==> src/rtl/r_format_exec_unit.sv <==
// rtl/r_format_exec_unit.sv - multi-cycle MIPS R-format execute stage (IDLE/READ/EXEC/WB).
// Optional signed-overflow trap on add/sub: define OVERFLOW_TRAP_EN (adds the ovf port).
module r_format_exec_unit #(
  parameter int DATA_WIDTH = 32,
  parameter int ADDR_WIDTH = 5,
  parameter int CNT_WIDTH  = 32
) (
  input  logic                  clk,
  input  logic                  reset,
  input  logic [31:0]           instr,
  input  logic                  instr_valid,
  output logic                  instr_ready,
  output logic [ADDR_WIDTH-1:0] rs_address,
  output logic [ADDR_WIDTH-1:0] rt_address,
  input  logic [DATA_WIDTH-1:0] rs_data,
  input  logic [DATA_WIDTH-1:0] rt_data,
  output logic [ADDR_WIDTH-1:0] rd_address,
  output logic [DATA_WIDTH-1:0] wb_data,
  output logic                  write_enable,
  output logic                  done,
  output logic                  illegal,
  output logic [CNT_WIDTH-1:0]  retired_count
`ifdef OVERFLOW_TRAP_EN
  ,
  output logic                  ovf
`endif
);

  localparam logic [1:0] IDLE = 2'd0;
  localparam logic [1:0] READ = 2'd1;
  localparam logic [1:0] EXEC = 2'd2;
  localparam logic [1:0] WB   = 2'd3;

  logic [1:0]            state_q, state_d;
  logic [31:0]           instr_q, instr_d;
  logic [DATA_WIDTH-1:0] op_a_q, op_a_d, op_b_q, op_b_d;
  logic [ADDR_WIDTH-1:0] rs_q, rs_d, rt_q, rt_d, rd_q, rd_d;
  logic [DATA_WIDTH-1:0] wb_q, wb_d;
  logic                  we_q, we_d, done_q, done_d, ill_q, ill_d;
  logic [CNT_WIDTH-1:0]  cnt_q, cnt_d;

  logic [5:0]            opcode, funct;
  logic [4:0]            shamt;
  logic [DATA_WIDTH-1:0] sum, diff, alu_res;
  logic                  alu_legal, trap;

  assign opcode = instr_q[31:26];
  assign funct  = instr_q[5:0];
  assign shamt  = instr_q[10:6];
  assign sum    = op_a_q + op_b_q;
  assign diff   = op_a_q - op_b_q;

  always_comb begin
    alu_res   = '0;
    alu_legal = 1'b1;
    case (funct)
      6'h20, 6'h21: alu_res = sum;
      6'h22, 6'h23: alu_res = diff;
      6'h24:        alu_res = op_a_q & op_b_q;
      6'h25:        alu_res = op_a_q | op_b_q;
      6'h26:        alu_res = op_a_q ^ op_b_q;
      6'h27:        alu_res = ~(op_a_q | op_b_q);
      6'h2A:        alu_res = {{(DATA_WIDTH-1){1'b0}}, $signed(op_a_q) < $signed(op_b_q)};
      6'h2B:        alu_res = {{(DATA_WIDTH-1){1'b0}}, op_a_q < op_b_q};
      6'h00:        alu_res = op_b_q << shamt;
      6'h02:        alu_res = op_b_q >> shamt;
      6'h03:        alu_res = $unsigned($signed(op_b_q) >>> shamt);
      default:      alu_legal = 1'b0;
    endcase
    if (opcode != 6'h00) alu_legal = 1'b0;
  end

`ifdef OVERFLOW_TRAP_EN
  // Signed overflow: like-signed operands (add) or unlike-signed (sub) flipping the sign of a.
  assign trap = alu_legal &&
                ((funct == 6'h20 && op_a_q[31] == op_b_q[31] && sum[31]  != op_a_q[31]) ||
                 (funct == 6'h22 && op_a_q[31] != op_b_q[31] && diff[31] != op_a_q[31]));
  logic ovf_q, ovf_d;
  assign ovf = ovf_q;
`else
  assign trap = 1'b0;
`endif

  always_comb begin
    state_d = state_q;
    instr_d = instr_q;
    op_a_d  = op_a_q;
    op_b_d  = op_b_q;
    rs_d    = rs_q;
    rt_d    = rt_q;
    rd_d    = rd_q;
    wb_d    = wb_q;
    cnt_d   = cnt_q;
    we_d    = 1'b0;
    done_d  = 1'b0;
    ill_d   = 1'b0;
`ifdef OVERFLOW_TRAP_EN
    ovf_d   = 1'b0;
`endif
    case (state_q)
      IDLE: begin
        if (instr_valid) begin
          instr_d = instr;
          rs_d    = instr[25:21];
          rt_d    = instr[20:16];
          state_d = READ;
        end
      end
      READ: begin
        op_a_d  = rs_data;
        op_b_d  = rt_data;
        state_d = EXEC;
      end
      EXEC: begin
        // Write-back outputs are registered here so they appear during WB.
        rd_d    = instr_q[15:11];
        wb_d    = alu_legal ? alu_res : '0;
        we_d    = alu_legal && !trap && (instr_q[15:11] != 5'd0);
        ill_d   = !alu_legal;
        done_d  = 1'b1;
        cnt_d   = cnt_q + 1'b1;
`ifdef OVERFLOW_TRAP_EN
        ovf_d   = trap;
`endif
        state_d = WB;
      end
      default: state_d = IDLE;
    endcase
  end

  always_ff @(posedge clk) begin
    if (reset) begin
      state_q <= IDLE;
      instr_q <= '0;
      op_a_q  <= '0;
      op_b_q  <= '0;
      rs_q    <= '0;
      rt_q    <= '0;
      rd_q    <= '0;
      wb_q    <= '0;
      we_q    <= 1'b0;
      done_q  <= 1'b0;
      ill_q   <= 1'b0;
      cnt_q   <= '0;
`ifdef OVERFLOW_TRAP_EN
      ovf_q   <= 1'b0;
`endif
    end else begin
      state_q <= state_d;
      instr_q <= instr_d;
      op_a_q  <= op_a_d;
      op_b_q  <= op_b_d;
      rs_q    <= rs_d;
      rt_q    <= rt_d;
      rd_q    <= rd_d;
      wb_q    <= wb_d;
      we_q    <= we_d;
      done_q  <= done_d;
      ill_q   <= ill_d;
      cnt_q   <= cnt_d;
`ifdef OVERFLOW_TRAP_EN
      ovf_q   <= ovf_d;
`endif
    end
  end

  assign instr_ready   = (state_q == IDLE);
  assign rs_address    = rs_q;
  assign rt_address    = rt_q;
  assign rd_address    = rd_q;
  assign wb_data       = wb_q;
  assign write_enable  = we_q;
  assign done          = done_q;
  assign illegal       = ill_q;
  assign retired_count = cnt_q;

endmodule
==> config.mk <==
export PLATFORM = sky130hd
export DESIGN_NAME = r_format_exec_unit
export DESIGN_NICKNAME = d
export VERILOG_FILES = /design/src/rtl/r_format_exec_unit.sv
export SDC_FILE = /design/constraint.sdc
export NUM_CORES = 1
export LEC_CHECK = 0
export BUFFER_PORTS_ARGS = -buffer_cell sky130_fd_sc_hd__buf_2
export CAP_MARGIN = 10
export CORE_ASPECT_RATIO = 1.2
export CORE_MARGIN = 4
export CORE_UTILIZATION = 40
export CTS_BUF_LIST = sky130_fd_sc_hd__clkbuf_4
export DETAILED_ROUTE_END_ITERATION = 8
export SYNTH_ARGS = -nofsm -noshare
export SYNTH_HDL_FRONTEND = slang
export SYNTH_SLANG_ARGS = --single-unit
==> constraint.sdc <==
create_clock -name clk -period 3.57 [get_ports clk]
set_input_delay 0.357 -clock clk [delete_from_list [all_inputs] [get_ports clk]]
set_output_delay 0.357 -clock clk [all_outputs]
set_load 0.05 [all_outputs]
==> results of run 1 <==
==> registers in the layout, indices dropped and copies added, names as in the netlist <==
signal         cells
illegal            1
done               1
rd_address         5
instr_q           32
state_q            2
op_a_q            32
retired_count     32
write_enable       1
op_b_q            32
wb_data           32
==> final timing paths <==
check | start | end | slack [ps] | cells after the start
worst max-delay path | op_a_q[3]$_SDFFE_PP0P_ | wb_data[28]$_SDFFE_PP0P_ | 200 | 11
worst min-delay path | reset | op_b_q[21]$_SDFFE_PP0P_ | 90 | 2
worst max register to register | op_a_q[3]$_SDFFE_PP0P_ | wb_data[28]$_SDFFE_PP0P_ | 200 | 11
worst min register to register | instr_q[20]$_SDFFE_PP0P_ | instr_q[20]$_SDFFE_PP0P_ | 470 | 2
==> worst max-delay path, cell delays in order, from the launching register on <==
cell,delay [ps]
dfxtp_1,430
inv_1,60
ha_1,440
nor2_1,100
a211oi_1,500
o211ai_1,270
and4_1,260
o21ai_0,310
nand2_1,180
a2111oi_0,500
a2111oi_1,110
o31ai_1,190
==> area by class of cell <==
cell class	instances	area, um2	area share
clock inverters	15	205	0.0110
diodes	1	2.50	0.000134
flip-flops and latches	170	3420	0.184
well taps	526	658	0.0353
clock buffers	17	128	0.00685
inverters	96	360	0.0193
repair buffers	379	2660	0.143
multi-input cells	1576	11200	0.601
==> logic make-up (layout without fill, tap and decap cells) <==
family | Yosys count | in the layout
mux | 222 | 222
simple gates | 645 | 645
flops | 170 | 170
other cells | 0 | 1
fa+ha+maj | 109 | 109
compound gates | 514 | 514
xor+xnor | 86 | 86
buf+inv | 264 | 507
==> stage by stage <==
step / total power [uW] / worst slack, ps
floorplan: 8040 / 601
global placement: 10600 / 236
detailed placement: 10600 / 236
CTS: 12000 / 253
global route: 12900 / 9.21
finish: 12200 / 200
==> layout by cell type (no fill, tap or decap), drive strengths merged, types with 53 or more instances in the layout <==
master       count
a21oi          162
buf            282
dfxtp          170
dlygate4sd3     97
ha             107
inv            100
mux2i          149
mux4            53
nand2          195
nor2           272
o21ai          110
xnor2           55
==> layer usage <==
layer / up-vias / global-route usage
li1: 7587 / -
met1: 7767 / 0.381
met2: 741 / 0.483
met3: 171 / 0.0394
met4: 0 / 0.154
met5: - / 0
==> what timing repair did <==
action / CTS / global route
endpoints found under the setup margin: 0 / 1
resized for setup: 0 / 2
hold buffers: 97 / 0
hold endpoints to repair: 98 / 0
==> report_power, final <==
part / internal [uW] / switching [uW] / total (uW)
clock network: 399 / 917 / 1320
logic: 3140 / 5130 / 8270
registers: 2190 / 411 / 2600
==> results.json, run 1 <==
{
  "finalHoldViolCount": 0,
  "die_w_um": 189,
  "rsz0062_at_grt": "no",
  "grt_overflow": 0,
  "wl_per_cell_um": 23.1,
  "dp_hpwl_mm": 49.1,
  "grt_max_degree": 62,
  "syn-instance-count": 2010,
  "start_kind": "register",
  "synth_xor_area_frac": 0.0478,
  "dieArea_mm2": 0.0426,
  "synth-compound-area-share": 0.211,
  "cts_buffer_depth": 2,
  "grt_pass1_vias": 15800,
  "cts_tree": "done",
  "synthArstFlopShare": 0,
  "final.setup.tns_ps": 0,
  "grt_pass1_wl_mm": 96.8,
  "synth_top_area_frac": 0.216,
  "wl_met3_mm": 3.98,
  "yosysSeqAreaShare": 0.216,
  "syn_to_final_growth_pct": 18.3,
  "period_share": 0.944,
  "drive_gt1_frac": 0.185,
  "syn_area_mm2": 0.0157,
  "drtAntennaViolNets": 0,
  "path_clk_slew_ps": 220,
  "ys_ff_latch": 170,
  "setup.worst_path.class": "reg -> reg",
  "maxCapViolCount": 0,
  "vias": 16300,
  "ys.flop_type": "dfxtp_1",
  "drc": 0,
  "drv_slew": 0,
  "post_cts_buffers": 0,
  "yosysWarnings": 0,
  "synthSimpleGateAreaFrac": 0.178,
  "cp_max_fo": 9,
  "drtPass1Iterations": 5,
  "synth_top_cell_by_area": "dfxtp_1",
  "ir_drop_mv": 0.354,
  "wl_mm": 64.3,
  "arrival_ps": 4060,
  "routed_via_density": 5.85,
  "synth_cell_types": 84,
  "holdWs_ps": 87.3,
  "hp-class": "in -> reg",
  "top_layer_used": "met4",
  "synth_area_leaders": "dfxtp_1 22%, mux2i_1 9.5%, ha_1 8.5%",
  "grtUsageTotal": 0.295,
  "crit_path_end_kind": "register",
  "clk_latency_ps": 740,
  "root_buffer": "clkbuf_4",
  "utilization": 0.479,
  "fillerInstances": 3886,
  "post_layout_nonfiller_instances": 2780,
  "fmax_mhz": 297,
  "syn-num-nets": 2218,
  "synthAdderAreaFrac": 0.0876,
  "htree_levels": 4,
  "design.core.area_mm2": 0.0388,
  "die_h_um": 225,
  "synth_top_family_by_area": "compound AO/OA/AOI/OAI gates",
  "final_net_count": 2448,
  "p_leak_uw": 0.00743,
  "relSlewSlack": 0.253,
  "crit_required_ps": 4260,
  "period_needed_ps": 3370,
  "cts_buffers": 17,
  "synth.most_common_cell": "nor2_1",
  "dp_cells": 2650,
  "num_rows": 79,
  "place_area_mm2": 0.0173,
  "dr_wl_met2_mm": 29.9,
  "io_buffers": 181,
  "start_util": 0.405,
  "synthMuxAreaShare": 0.186,
  "finalClockSkew_ps": 51.9,
  "fin_area_mm2": 0.0186,
  "powerDensity_mw_per_mm2": 654,
  "antenna_found_initial": 2,
  "met1Wirelength_mm": 26.8,
  "synth.avg_cell_area_um2": 7.83,
  "outcome": "completed",
  "synth_edf_count": 0,
  "place_congestion": 1.05,
  "setup_viol": 0,
  "numClockSinks": 170,
  "tightestPinTransition_ps": 1120,
  "ioPinCount": 182,
  "drt-initial-drc-count": 1607,
  "ys_top_cells_by_count": "272 x nor2_1, 195 x nand2_1, 170 x dfxtp_1"
}
Power figures use the tool's default switching activity.
==> run 2, diff against run 1 <==
==> constraint.sdc (replaced) <==
create_clock -name clk -period 3.57 [get_ports clk]
set_input_delay 0.1785 -clock clk [delete_from_list [all_inputs] [get_ports clk]]
set_output_delay 0.1785 -clock clk [all_outputs]
set_load 0.05 [all_outputs]
==> results.json, run 2 (same netlist as run 1, synthesis figures left out) <==
{
  "outcome": "completed",
  "die_h_um": 225,
  "finalHoldViolCount": 0,
  "slowest_stage": "a211oi_1",
  "crit_cells": 11,
  "vias": 16500,
  "grt_pass1_vias": 16000,
  "drtPass1Iterations": 8,
  "drc": 0,
  "clk_latency_ps": 720,
  "path_delay_family": "compound AO/OA/AOI/OAI gates",
  "critPathBufInv": 1,
  "crit_required_ps": 4230,
  "utilization": 0.485,
  "cp-endpoint": "wb_data[28]$_SDFFE_PP0P_",
  "cts_buffer_depth": 2,
  "wl_mm": 64.9,
  "period_needed_ps": 3360,
  "period_share": 0.940,
  "die_w_um": 189,
  "ioPinCount": 182,
  "powerDensity_mw_per_mm2": 651,
  "final.setup.tns_ps": 0,
  "crit_path_end_kind": "register",
  "tightestPinTransition_ps": 1160,
  "drt-initial-drc-count": 1760,
  "cts_tree": "done",
  "place_congestion": 1.05,
  "rsz0062_at_grt": "no",
  "root_buffer": "clkbuf_4",
  "drtAntennaViolNets": 0,
  "htree_levels": 4,
  "routed_via_density": 5.87,
  "layout_common_cells": "271 x nor2_1, 195 x nand2_1, 180 x buf_2, 163 x dfxtp_1, 161 x a21oi_1",
  "grt_overflow": 0,
  "maxCapViolCount": 0,
  "startpoint": "op_a_q[4]$_SDFFE_PP0P_",
  "antenna_found_initial": 3,
  "dp_hpwl_mm": 49.1,
  "drv_slew": 0,
  "drive_gt1_frac": 0.183,
  "start_kind": "register",
  "r2r_slack_ps": 210,
  "setup.worst_path.class": "reg -> reg",
  "crit_chain": "inv_1, ha_1, nor2_1, a211oi_1, o211ai_1, and4_1, o21ai_0, nand2_1, a2111oi_0, a2111oi_1, o31ai_1",
  "numClockSinks": 170,
  "grt_max_degree": 62,
  "design.core.area_mm2": 0.0388,
  "p_leak_uw": 0.00757,
  "fmax_mhz": 298,
  "cts_buffers": 17,
  "num_rows": 79,
  "relSlewSlack": 0.228,
  "layout_commonest_cell": "nor2_1",
  "syn_to_final_growth_pct": 19.7,
  "arrival_ps": 4020,
  "final_net_count": 2470,
  "wl_per_cell_um": 23.1,
  "finalClockSkew_ps": 42.6,
  "grtUsageTotal": 0.298,
  "grt_pass1_wl_mm": 97.6,
  "rr_worst_depth": 11,
  "r2r-start": "op_a_q[4]$_SDFFE_PP0P_",
  "hp-class": "in -> reg",
  "io_buffers": 181,
  "r2r-end": "wb_data[28]$_SDFFE_PP0P_",
  "path_clk_slew_ps": 210,
  "ir_drop_mv": 0.357,
  "setup_viol": 0,
  "start_util": 0.405,
  "slowest_delay_ps": 500,
  "dieArea_mm2": 0.0426,
  "cp_max_fo": 8
}
==> run 2: changes by cell type in the layout (fill, tap and decap cells not counted), sizes merged <==
cell	previous run	this run
dlygate4sd3	97	119
==> run 2: worst min path at each step <==
stage                               end  slack [ps]         from  cells past startpoint
3_5_place_dp    instr_q[7]$_SDFFE_PP0P_         420     instr[7]                      3
5_1_grt         instr_q[4]$_SDFFE_PP0P_         190     instr[4]                      4
3_3_place_gp    op_a_q[19]$_SDFFE_PP0P_         410  rs_data[19]                      3
4_1_cts         op_a_q[26]$_SDFFE_PP0P_         140  rs_data[26]                      4
6_report        op_a_q[26]$_SDFFE_PP0P_         210  rs_data[26]                      4
2_1_floorplan  instr_q[16]$_SDFFE_PP0P_         310    instr[16]                      2
==> run 2: timing repair <==
item                       in CTS  in global routing
setup buffers                   0                  0
hold buffers                  119                  0
hold endpoints to repair      112                  0
gates resized for setup         0                  2
setup endpoints to repair       0                  1
==> run 2: per-layer routing <==
metal / up-vias / wire, um / global-route usage
li1: 7637 / - / -
met1: 7873 / 26500 / 0.380
met2: 768 / 30400 / 0.490
met3: 176 / 4360 / 0.0434
met4: 2 / 3640 / 0.156
met5: - / 12 / 0
==> run 2: area by class of cell <==
class	instances	area, um2
multi-input cells	1576	11200
fillers	3854	20000
clock inverters	15	205
well taps	526	658
repair buffers	401	2880
inverters	96	360
clock buffers	17	128
flip-flops and latches	170	3420
diodes	1	2.50
==> run 2: metrics by stage <==
step | setup slack [ps] | hold slack, ps | power [uW] | cell area, um2 | instances
final | 214 | 213 | 12300 | 18800 | 2802
after detailed placement | 236 | 422 | 10600 | 17300 | 2650
after floorplan | 601 | 314 | 8040 | 15700 | 2010
after global routing | 9.27 | 195 | 13000 | 18800 | 2802
after global placement | 236 | 411 | 10600 | 17300 | 2650
after CTS | 253 | 140 | 12100 | 18800 | 2801
==> run 2: where the power goes <==
group / internal (uW) / switching (uW)
registers: 2190 / 412
logic: 3200 / 5160
clock network: 399 / 910
total: 5780 / 6490
==> run 2: worst register-to-register path, cell delays in order (launching register included) <==
cell	delay, ps
dfxtp_1	440
inv_1	60
ha_1	430
nor2_1	110
a211oi_1	500
o211ai_1	280
and4_1	260
o21ai_0	290
nand2_1	180
a2111oi_0	490
a2111oi_1	110
o31ai_1	190
